[config.mk]
export PLATFORM = sky130hd
export DESIGN_NAME = writeback_stage_flat
export DESIGN_NICKNAME = d
export VERILOG_FILES = /design/src/rtl/pipe_pkg.sv /design/src/rtl/writeback_stage_if.sv /design/src/rtl/writeback_stage_load_align.sv /design/src/rtl/writeback_stage.sv /design/src/flat_wrapper.sv
export SDC_FILE = /design/constraint.sdc
export NUM_CORES = 1
export LEC_CHECK = 0
export CORE_ASPECT_RATIO = 0.75
export CORE_MARGIN = 1.5
export CORE_UTILIZATION = 43
export CTS_CLUSTER_DIAMETER = 30
export CTS_CLUSTER_SIZE = 20
export DETAILED_ROUTE_END_ITERATION = 10
export PLACE_DENSITY = 0.84
export SLEW_MARGIN = 10
export SYNTH_ARGS = -nofsm -noshare
export SYNTH_HDL_FRONTEND = slang
export SYNTH_SLANG_ARGS = --single-unit
[constraint.sdc]
create_clock -name clk -period 2.15 [get_ports clk]
set_input_delay 0.43 -clock clk [delete_from_list [all_inputs] [get_ports clk]]
set_output_delay 0.43 -clock clk [all_outputs]
set_load 0.01 [all_outputs]
[src/rtl/pipe_pkg.sv]
// rtl/pipe_pkg.sv - shared RV32I pipeline codes for the writeback stage
package pipe_pkg;

   localparam int XLEN = 32;

   typedef enum logic [1:0] {
      WBSEL_ALU  = 2'b00,
      WBSEL_LOAD = 2'b01,
      WBSEL_PC4  = 2'b10,
      WBSEL_RSVD = 2'b11
   } wbsel_e;

   localparam logic [2:0] F3_LB  = 3'b000;
   localparam logic [2:0] F3_LH  = 3'b001;
   localparam logic [2:0] F3_LW  = 3'b010;
   localparam logic [2:0] F3_LBU = 3'b100;
   localparam logic [2:0] F3_LHU = 3'b101;

endpackage

[src/rtl/writeback_stage_if.sv]
// rtl/writeback_stage_if.sv - MEM-to-WB handoff and register file write port bundle
interface writeback_stage_if;
   import pipe_pkg::*;

   logic            stall;
   logic            flush;
   logic            mem_valid;
   logic [4:0]      mem_rd;
   logic            mem_regwrite;
   logic [1:0]      mem_wbsel;
   logic [2:0]      mem_funct3;
   logic [XLEN-1:0] mem_alu_result;
   logic [XLEN-1:0] mem_load_data;
   logic [XLEN-1:0] mem_pc_plus4;

   logic [4:0]      wb_rd;
   logic [XLEN-1:0] wb_writedata;
   logic            wb_regwrite;
   logic            wb_valid;

   modport master (
      output stall, flush, mem_valid, mem_rd, mem_regwrite, mem_wbsel,
             mem_funct3, mem_alu_result, mem_load_data, mem_pc_plus4,
      input  wb_rd, wb_writedata, wb_regwrite, wb_valid
   );

   modport slave (
      input  stall, flush, mem_valid, mem_rd, mem_regwrite, mem_wbsel,
             mem_funct3, mem_alu_result, mem_load_data, mem_pc_plus4,
      output wb_rd, wb_writedata, wb_regwrite, wb_valid
   );

endinterface

[src/rtl/writeback_stage_load_align.sv]
// rtl/writeback_stage_load_align.sv - picks the addressed byte/halfword from a raw word and extends it
module load_align
   import pipe_pkg::*;
(
   input  logic [2:0]      funct3,
   input  logic [1:0]      off,
   input  logic [XLEN-1:0] raw,
   output logic [XLEN-1:0] data
);

   logic [7:0]  lane_b;
   logic [15:0] lane_h;

   // Little-endian lanes; halfword selection looks only at off[1].
   always_comb begin
      lane_b = 8'h00;
      case (off)
         2'd0: lane_b = raw[7:0];
         2'd1: lane_b = raw[15:8];
         2'd2: lane_b = raw[23:16];
         2'd3: lane_b = raw[31:24];
         default: lane_b = 8'h00;
      endcase
      lane_h = off[1] ? raw[31:16] : raw[15:0];
   end

   always_comb begin
      data = '0;
      case (funct3)
         F3_LB:   data = {{24{lane_b[7]}}, lane_b};
         F3_LBU:  data = {24'h000000, lane_b};
         F3_LH:   data = {{16{lane_h[15]}}, lane_h};
         F3_LHU:  data = {16'h0000, lane_h};
         F3_LW:   data = raw;
         default: data = '0;
      endcase
   end

endmodule

[src/rtl/writeback_stage.sv]
// rtl/writeback_stage.sv - MEM/WB register, result select and retire counter
module writeback_stage
   import pipe_pkg::*;
#(
   parameter int XLEN  = 32,
   parameter int CNT_W = 32
) (
   input  logic             clk,
   input  logic             rst_n,
   writeback_stage_if.slave wb,
   output logic [CNT_W-1:0] retire_count
);

   logic             valid_q;
   logic             regwrite_q;
   logic [4:0]       rd_q;
   logic [1:0]       wbsel_q;
   logic [2:0]       funct3_q;
   logic [XLEN-1:0]  alu_q;
   logic [XLEN-1:0]  ld_q;
   logic [XLEN-1:0]  pc4_q;
   logic [CNT_W-1:0] cnt_q;
   logic [XLEN-1:0]  load_val;

   always_ff @(posedge clk) begin
      if (!rst_n) begin
         valid_q    <= 1'b0;
         regwrite_q <= 1'b0;
         rd_q       <= '0;
         wbsel_q    <= '0;
         funct3_q   <= '0;
         alu_q      <= '0;
         ld_q       <= '0;
         pc4_q      <= '0;
      end else if (wb.flush) begin
         valid_q    <= 1'b0;
         regwrite_q <= 1'b0;
      end else if (!wb.stall) begin
         valid_q    <= wb.mem_valid;
         regwrite_q <= wb.mem_regwrite;
         rd_q       <= wb.mem_rd;
         wbsel_q    <= wb.mem_wbsel;
         funct3_q   <= wb.mem_funct3;
         alu_q      <= wb.mem_alu_result;
         ld_q       <= wb.mem_load_data;
         pc4_q      <= wb.mem_pc_plus4;
      end
   end

   // Counted on entry only, so a stalled instruction is never counted twice.
   always_ff @(posedge clk) begin
      if (!rst_n) begin
         cnt_q <= '0;
      end else if (!wb.flush && !wb.stall && wb.mem_valid) begin
         cnt_q <= cnt_q + CNT_W'(1);
      end
   end

   load_align u_load_align (
      .funct3 (funct3_q),
      .off    (alu_q[1:0]),
      .raw    (ld_q),
      .data   (load_val)
   );

   always_comb begin
      wb.wb_writedata = '0;
      case (wbsel_q)
         WBSEL_ALU:  wb.wb_writedata = alu_q;
         WBSEL_LOAD: wb.wb_writedata = load_val;
         WBSEL_PC4:  wb.wb_writedata = pc4_q;
         default:    wb.wb_writedata = '0;
      endcase
   end

   // x0 writes are dropped here rather than trusting the register file.
   assign wb.wb_regwrite = valid_q & regwrite_q & (rd_q != 5'd0);
   assign wb.wb_rd       = rd_q;
   assign wb.wb_valid    = valid_q;
   assign retire_count   = cnt_q;

endmodule
[src/flat_wrapper.sv]
// flat-port wrapper written by rule: the top's interface ports become plain ports
module writeback_stage_flat import pipe_pkg::*;
#(
   parameter int XLEN  = 32,
   parameter int CNT_W = 32
)
  (clk, rst_n, retire_count, wb_stall, wb_flush, wb_mem_valid, wb_mem_rd, wb_mem_regwrite, wb_mem_wbsel, wb_mem_funct3, wb_mem_alu_result, wb_mem_load_data, wb_mem_pc_plus4, wb_wb_rd, wb_wb_writedata, wb_wb_regwrite, wb_wb_valid);
  writeback_stage_if wb_i ();
  input  logic clk;
  input  logic rst_n;
  output logic [CNT_W-1:0] retire_count;
  input wire logic [$bits(wb_i.stall)-1:0] wb_stall;
  input wire logic [$bits(wb_i.flush)-1:0] wb_flush;
  input wire logic [$bits(wb_i.mem_valid)-1:0] wb_mem_valid;
  input wire logic [$bits(wb_i.mem_rd)-1:0] wb_mem_rd;
  input wire logic [$bits(wb_i.mem_regwrite)-1:0] wb_mem_regwrite;
  input wire logic [$bits(wb_i.mem_wbsel)-1:0] wb_mem_wbsel;
  input wire logic [$bits(wb_i.mem_funct3)-1:0] wb_mem_funct3;
  input wire logic [$bits(wb_i.mem_alu_result)-1:0] wb_mem_alu_result;
  input wire logic [$bits(wb_i.mem_load_data)-1:0] wb_mem_load_data;
  input wire logic [$bits(wb_i.mem_pc_plus4)-1:0] wb_mem_pc_plus4;
  output wire logic [$bits(wb_i.wb_rd)-1:0] wb_wb_rd;
  output wire logic [$bits(wb_i.wb_writedata)-1:0] wb_wb_writedata;
  output wire logic [$bits(wb_i.wb_regwrite)-1:0] wb_wb_regwrite;
  output wire logic [$bits(wb_i.wb_valid)-1:0] wb_wb_valid;
  assign wb_i.stall = wb_stall;
  assign wb_i.flush = wb_flush;
  assign wb_i.mem_valid = wb_mem_valid;
  assign wb_i.mem_rd = wb_mem_rd;
  assign wb_i.mem_regwrite = wb_mem_regwrite;
  assign wb_i.mem_wbsel = wb_mem_wbsel;
  assign wb_i.mem_funct3 = wb_mem_funct3;
  assign wb_i.mem_alu_result = wb_mem_alu_result;
  assign wb_i.mem_load_data = wb_mem_load_data;
  assign wb_i.mem_pc_plus4 = wb_mem_pc_plus4;
  assign wb_wb_rd = wb_i.wb_rd;
  assign wb_wb_writedata = wb_i.wb_writedata;
  assign wb_wb_regwrite = wb_i.wb_regwrite;
  assign wb_wb_valid = wb_i.wb_valid;
  writeback_stage #(.XLEN(XLEN), .CNT_W(CNT_W)) u_core (.clk(clk), .rst_n(rst_n), .wb(wb_i), .retire_count(retire_count));
endmodule
# Word level (Yosys, flattened, before mapping)
# Index checks and enable logic that the tools add are counted.
[totals] out_inout_bits=71 elab_cells=38 ff_bits=140
[op_classes] addsub=1 reduce_logical=10 n_bitwise=5 mux=4 eq_ne=9
[ops] operator="one-hot mux 32 bit (5 select lines)" count=1
[ops] operator="one-hot mux 32 bit (3 select lines)" count=1
[ops] operator="adder 32 x 1 -> 32 bit (second input constant)" count=1
[ops] operator="one-hot mux 8 bit (4 select lines)" count=1
[ops] operator="two-way mux 16 bit" count=1
[ops] operator="== test 2 bit (second input constant)" count=3
[ops] operator="== test 3 bit (second input constant)" count=2
[ops] operator="nonzero test 5 bit" count=1
[ops] operator="== test 2 x 1 -> 1 bit (second input constant)" count=2
[ops] operator="logical NOT 2 bit" count=2
[ops] operator="== test 3 x 1 -> 1 bit (second input constant)" count=1
[ops] operator="== test 3 x 2 -> 1 bit (second input constant)" count=1
[ops] operator="logical NOT 3 bit" count=1
[ops] operator="NOT 1 bit" count=3
[ops] operator="AND 1 bit" count=2
[ops] operator="logical AND 1 bit" count=2
[ops] operator="logical NOT 1 bit" count=2
[ops] operator="AND reduction 2 bit" count=1
[ops] operator="OR reduction 2 bit" count=1

# Longest topological paths before layout
# Gate-level depths: netlist (run 1).
[depth] ltp_word=4 ltp_mapped=8

# By module
# Synthesis (run 1) repeated with hierarchy kept, for this count alone.
[unflattened] hier_cells=889 area_unflattened_um2=6981.7
[by_module_without_submodules] mod="writeback_stage" cells_per_inst=761 instances=1 area_each_um2=5915.7 seq_area_each_um2=2802.7
[by_module_without_submodules] mod="load_align" cells_per_inst=128 instances=1 area_each_um2=1066.0 seq_area_each_um2=0.0

# Worst setup path after synthesis (run 1)
# No wires, ideal clock.
[synth_path] path_type="input -> register" startpoint="in wb_stall" endpoint="reg u_core.cnt_q[19] (netlist: u_core.retire_count[19])" n_path_buf=3 setup_time_ns=0.070 required_time_ns=2.080 cell_stages=7 arrival_time_ns=2.242 slack_ns=-0.162 cell_sequence="buf_6 -> or3b_1 -> buf_2 -> or4_4 -> buf_6 -> or4_1 -> a21oi_1"
[synth_between] elab_chain_cells=3
[synth_rtl] element="start, declared" line="flat_wrapper.sv:12" source="input wire logic [$bits(wb_i.stall)-1:0] wb_stall;"
[synth_rtl] element="logical NOT 1 bit"
[synth_rtl] element="logical AND 1 bit (2 in series)" line="writeback_stage.sv:54" source="end else if (!wb.flush && !wb.stall && wb.mem_valid) begin"
[synth_rtl] element="end signal, assigned" line="writeback_stage.sv:55" source="cnt_q <= cnt_q + CNT_W'(1);"
[synth_rtl] element="end, declared" line="writeback_stage.sv:22" source="logic [CNT_W-1:0] cnt_q;"
# Every way passes these cells.
# A chain may end at the register's enable or synchronous reset.

# Worst setup path after layout (run 1)
[layout_path] startpoint="reg u_core.alu_q[0]" endpoint="out wb_wb_writedata[15]"
[layout_between] elab_chain_cells=4
[layout_rtl] element="start, declared" line="writeback_stage.sv:19" source="logic [XLEN-1:0] alu_q;"
[layout_rtl] element="start signal, assigned" line="writeback_stage.sv:44" source="alu_q <= wb.mem_alu_result;"
[layout_rtl] element="== test 2 bit (tied with other cells)" line="writeback_stage_load_align.sv:17" source="case (off)"
[layout_rtl] element="one-hot mux 8 bit (4 select lines) *" line="writeback_stage_load_align.sv:17"
[layout_rtl] element="one-hot mux 32 bit (5 select lines) *" line="writeback_stage_load_align.sv:29" source="case (funct3)"
[layout_rtl] element="one-hot mux 32 bit (3 select lines) *" line="writeback_stage.sv:68" source="case (wbsel_q)"
[layout_rtl] element="end, declared" line="flat_wrapper.sv:23" source="output wire logic [$bits(wb_i.wb_writedata)-1:0] wb_wb_writedata;"
# Mark *: on every way between the ends. The rest lies on a longest branch, timed or not.

==> results of run 1 <==
[registers in the layout, summed over array words and instances, names as in the netlist]
signal	cells
u_core.ld_q	32
u_core.alu_q	32
u_core.pc4_q	32
u_core.wb.wb_rd	5
u_core.wb.wb_valid	1
u_core.wbsel_q	2
u_core.regwrite_q	1
u_core.funct3_q	3
u_core.retire_count	32
[area by class of cell]
cell class / instances / share of cell area
inverter: 7 / 0.003075
sequential: 140 / 0.2765
timing repair buffer: 283 / 0.2599
tap: 200 / 0.02460
clock inverter: 13 / 0.02103
clock buffer: 19 / 0.04354
multi-input combinational: 600 / 0.3714
[logic make-up after synthesis]
group,after synthesis,synth area share
AOI/OAI and AO/OA,220,0.2027
and+or+nand+nor,319,0.2186
adders and majority gates,1,0.001959
xor gates and xnor gates,8,0.01097
DFF,140,0.4388
buffers and inverters,74,0.04623
muxes,49,0.08070
[stage by stage]
stage | TNS [ps] | power (mW) | instance area [µm²] | utilization | instances
after detailed placement | -17320 | 3.696 | 8974 | 0.6188 | 1207
after floorplan | -396.4 | 3.174 | 6401 | - | 811
after CTS | -9584 | 6.985 | 9921 | 0.6841 | 1249
final | -10020 | 7.055 | 10170 | 0.7016 | 1262
after global routing | -12440 | 7.280 | 10170 | 0.7016 | 1262
after global placement | -14890 | 3.679 | 8974 | 0.6188 | 1207
[synthesized netlist by cell type, drive strengths merged, types with 5 or more instances]
cell type and count:
a211oi 5, a21oi 130, a221oi 10, a22oi 17
buf 9, clkbuf 58, dfxtp 140, inv 7
mux2 10, mux2i 38, nand2 226, nand3 11
nand4 9, nor2 25, o21ai 8, o22ai 26
o31ai 17, o32ai 5, or3 8, or4 18
[worst max-delay path, stage by stage (launching register included)]
cell and delay, ps:
dfxtp_2 350, mux4_2 510, nor4b_4 170, buf_4 170
a221oi_2 210, o22ai_1 110, buf_2 150
[routing by layer]
| layer | up-vias | part of all wire | global-route usage |
|---|---|---|---|
| met5 | - | 0.00046 | 0 |
| met4 | 2 | 0.036 | 0.1071 |
| met3 | 94 | 0.090 | 0.07263 |
| met2 | 429 | 0.45 | 0.4413 |
| met1 | 3397 | 0.43 | 0.3874 |
| li1 | 3349 | - | - |
[timing repair]
action,in CTS,in global routing
gates cloned,2,2
setup endpoints to repair,36,35
pin swaps,29,16
gates resized for setup,185,50
setup buffers,8,12
[where the power goes]
group | leakage, nW | total, mW | internal [mW] | switching [mW]
clock | 0.314 | 3.27 | 2.10 | 1.16
combinational | 2.26 | 1.02 | 0.526 | 0.498
sequential | 1.14 | 2.76 | 2.69 | 0.0755
[final timing paths]
check	start	endpoint	slack (ps)	cells past startpoint
worst max register to register	u_core.retire_count[6]	u_core.retire_count[13]	80	4
worst max-delay path	u_core.alu_q[0]	wb_wb_writedata[15]	-370	6
worst min register to register	u_core.alu_q[20]	u_core.alu_q[20]	450	2
worst min-delay path	wb_mem_valid	u_core.wb.wb_valid	450	4
==> impl_metrics.tcl, run 1 <==
set metrics [dict create \
    routed_via_density 5.761 \
    wirelength_mm 23.85 \
    register_area_um2 2813 \
    holdCritPathClass "in -> reg" \
    async_flop_share 0 \
    holdWs_ps 447.5 \
    drcViolationCount 0 \
    cts_hold_buf 0 \
    hold_violations 0 \
    die_y_um 108.6 \
    grt_remaining_overflow 0 \
    synth.top_cell.area_share 0.4388 \
    io_buffers 182 \
    end_kind "output port" \
    antenna_found_initial 1 \
    grt_max_degree 73 \
    cts_tree "built" \
    clk_pin_slew_ps 60 \
    synthDistinctLibCells 42 \
    ios 183 \
    antenna_cells 0 \
    first_global_vias 6565 \
    avgSynthCellArea_um2 7.876 \
    area_growth_syn_to_layout_pct 59.28 \
    status "complete, but fails checks" \
    wl_per_cell_um 18.90 \
    ir_worst_vdd_mv 0.6720 \
    gp_congestion 0.9534 \
    track_usage 0.2867 \
    cts.sink_count 140 \
    nets 1162 \
    rsz0062_at_grt "true" \
    ys_seq_area_frac 0.4388 \
    clkLatencyLatePin_ps 410 \
    drv_cap 0 \
    syn-num-nets 924 \
    fp.dieArea_um2 15600 \
    max_clock_freq_ghz 0.3967 \
    cts_max_level 4 \
    hpwl_mm 15.21 \
    syn_area_um2 6387 \
    cts_buffer_depth 2 \
    failed_checks "negative setup slack" \
    crit_arrival_ps 2090 \
    ys_warn_count 0 \
    synthFlopType "dfxtp_1" \
    cp_max_fo 5 \
    mostFrequentLayoutCells "nand2_1 (226), clkdlybuf4s50_1 (146), dfxtp_1 (134)" \
    timing.final.crit_share 1.172 \
    pre_cts_slack_ps -505.5 \
    cts-root-buf "clkbuf_16" \
    numCtsBuffers 17 \
    finalClockSkew_ps 7.834 \
    drtAntennaViolNets 0 \
    synth-seq-cells 140 \
    drv_slew 0 \
    setup_viol 32 \
    slew_headroom 0.7271 \
    p_leak_nw 3.720 \
    synth_top_cell_by_area "dfxtp_1" \
    die_w_um 143.7 \
    firstDrtPassIters 5 \
    num_vias 7271 \
    start_util 0.4405 \
    grt_pass1_wl_mm 34.53 \
    drive_gt1_frac 0.2382 \
    crit_type "reg -> out" \
    final_common_cell "nand2_1" \
    post-route-min-period_ps 2521 \
    worstSetupStartpointType "flop" \
    synthCells 811 \
    row_count 38 \
    core_um2 14500 \
    ys_top_cells_by_area "dfxtp_1 (44%), nand2_1 (13%), a21oi_1 (10%)" \
    multiInputGateArea_um2 3779 \
    critPathRequiredTime_ps 1720 \
    dr.first_iter.drc_count 751 \
    setup_ws_ps -370.5 \
    tightest_slew_ps 407.7 \
    synth_edf_count 0 \
    pwr_density_cell_nw_per_um2 693.5 \
    num-fill-cells 1062 \
]
No activity file was read; power rests on OpenSTA's default activity.
==> run 2, diff against run 1 <==
--- a/config.mk
+++ b/config.mk
@@ -6,7 +6,7 @@
 export NUM_CORES = 1
 export LEC_CHECK = 0
 export CORE_ASPECT_RATIO = 0.75
-export CORE_MARGIN = 1.5
+export CORE_MARGIN = 3
 export CORE_UTILIZATION = 43
 export CTS_CLUSTER_DIAMETER = 30
 export CTS_CLUSTER_SIZE = 20
==> constraint.sdc (replaced) <==
create_clock -name clk -period 2.15 [get_ports clk]
set_input_delay 0.3225 -clock clk [delete_from_list [all_inputs] [get_ports clk]]
set_output_delay 0.3225 -clock clk [all_outputs]
set_load 0.01 [all_outputs]
==> impl_metrics.tcl, run 2 (synthesis gave the netlist of run 1 again) <==
set metrics [dict create \
    firstDrtPassIters 5 \
    failed_checks "negative setup slack" \
    pwr-share-comb 0.153 \
    core_um2 14120 \
    cts_buffer_depth 2 \
    pwr_density_cell_nw_per_um2 671.7 \
    clk_pin_slew_ps 60 \
    cts_max_level 4 \
    mostFrequentLayoutCells "nand2_1 (226), clkdlybuf4s50_1 (149), dfxtp_1 (133)" \
    clock_power_share 0.446 \
    critPathSlowestCell "nor4b_4" \
    die_w_um 146.7 \
    cp_slowest_stage_delay_ps 440 \
    p_seq_frac 0.401 \
    io_buffers 182 \
    end_kind "output port" \
    grt_max_degree 91 \
    drive_gt1_frac 0.2428 \
    ios 183 \
    slew_headroom 0.6625 \
    num_vias 7348 \
    grt_pass1_wl_mm 37.18 \
    numCtsBuffers 17 \
    cts-root-buf "clkbuf_16" \
    drv_cap 0 \
    drcViolationCount 0 \
    fp.dieArea_um2 16370 \
    setup_ws_ps -333.8 \
    row_count 37 \
    final_common_cell "nand2_1" \
    crit_arrival_ps 2160 \
    start_util 0.4524 \
    cts.sink_count 140 \
    cp_max_fo 6 \
    post-route-min-period_ps 2484 \
    clkLatencyLatePin_ps 420 \
    drv_slew 0 \
    cts_tree "built" \
    switching_power_mw 1.703 \
    finalClockSkew_ps 10.33 \
    pre_cts_slack_ps -450.9 \
    routed_via_density 5.781 \
    wl_per_cell_um 19.45 \
    finalNonFillerCells 1271 \
    nets 1177 \
    fin_util 0.7271 \
    critPathRequiredTime_ps 1830 \
    intPower_mw 5.194 \
    hold_violations 0 \
    wirelength_mm 24.72 \
    holdCritPathClass "reg -> reg" \
    cts_hold_buf 0 \
    setup_viol 32 \
    area_growth_syn_to_layout_pct 60.72 \
    dr.first_iter.drc_count 778 \
    status "complete, but fails checks" \
    p_leak_nw 3.760 \
    hpwl_mm 15.48 \
    max_clock_freq_ghz 0.4026 \
    grt_remaining_overflow 0 \
    critical_path_buf_inv_count 3 \
    track_usage 0.2821 \
    path_delay_family "buffers and inverters" \
    worstSetupStartpointType "flop" \
    gp_congestion 0.9382 \
    rsz0062_at_grt "true" \
    die_y_um 111.6 \
    crit_type "reg -> out" \
    dp_cells 1204 \
    path_cells "buf_12 > mux4_2 > nor4b_4 > buf_4 > a221oi_4 > o22ai_2 > buf_2" \
    timing.final.crit_share 1.155 \
    tightest_slew_ps 504.1 \
    ir_worst_vdd_mv 0.5087 \
    first_global_vias 6926 \
    p_sw_frac 0.2469 \
    drtAntennaViolNets 0 \
    antenna_found_initial 3 \
]
run 2: metrics by stage:
step | power (mW) | hold WS, ps | TNS [ps] | instance area (µm²)
after CTS | 6.814 | 444.4 | -6782 | 10070
final | 6.896 | 452.2 | -8153 | 10270
after global routing | 7.099 | 450.8 | -9826 | 10260
after detailed placement | 3.697 | 446.9 | -11740 | 9020
after floorplan | 3.174 | 435.7 | 0 | 6400
after global placement | 3.683 | 441.0 | -9400 | 9020
run 2: final timing paths:
| kind | startpoint | endpoint | slack, ps | depth (start not counted) |
|---|---|---|---|---|
| max reg2reg | u_core.retire_count[17] | u_core.retire_count[31] | 90 | 5 |
| max | u_core.alu_q[1] | wb_wb_writedata[12] | -330 | 7 |
| min | u_core.pc4_q[16] | u_core.pc4_q[16] | 450 | 2 |
| min reg2reg | u_core.pc4_q[16] | u_core.pc4_q[16] | 450 | 2 |
run 2: worst register-to-register path, cell delays in order (launching register included):
cell	delay [ps]
dfxtp_1	360
nand4_1	150
or4_1	630
buf_12	190
or4_1	500
a21oi_1	150
run 2: cell type report:
| class | instances | area (µm²) |
|---|---|---|
| Fill cell | 986 | 3854 |
| Multi-Input combinational cell | 600 | 3770 |
| Sequential cell | 140 | 2816 |
| Timing Repair Buffer | 298 | 2793 |
| Clock buffer | 18 | 439.2 |
| Tap cell | 195 | 244.0 |
| Clock inverter | 12 | 172.7 |
| Inverter | 7 | 28.78 |
| Antenna cell | 1 | 2.502 |
run 2: what timing repair did:
item | in CTS | in global routing
cloned | 2 | 2
pin swaps | 22 | 16
endpoints found under the setup margin | 34 | 33
gates resized for setup | 207 | 23
setup buffers | 26 | 11
run 2: routing by layer:
layer | track usage | vias up | part of all wire
met1 | 0.3837 | 3451 | 0.42
met2 | 0.4317 | 438 | 0.44
met5 | 0 | - | 0.0011
met3 | 0.07608 | 82 | 0.096
li1 | - | 3373 | -
met4 | 0.1021 | 4 | 0.039
run 2: power groups by stage:
stage	clock, mW	sequential (mW)	combinational, mW
floorplan	0	2.79	0.385
global placement	0	2.80	0.878
detailed placement	0	2.81	0.888
CTS	3.08	2.76	0.979
global route	3.21	2.77	1.12
finish	3.08	2.77	1.05
==> run 3, diff against run 2 <==
--- a/config.mk
+++ b/config.mk
@@ -11,6 +11,7 @@
 export CTS_CLUSTER_DIAMETER = 30
 export CTS_CLUSTER_SIZE = 20
 export DETAILED_ROUTE_END_ITERATION = 10
+export GPL_ROUTABILITY_DRIVEN = 1
 export PLACE_DENSITY = 0.84
 export SLEW_MARGIN = 10
 export SYNTH_ARGS = -nofsm -noshare
==> results of run 3 <==
The final DEF is identical to that of run 2; final timing and power are the same.
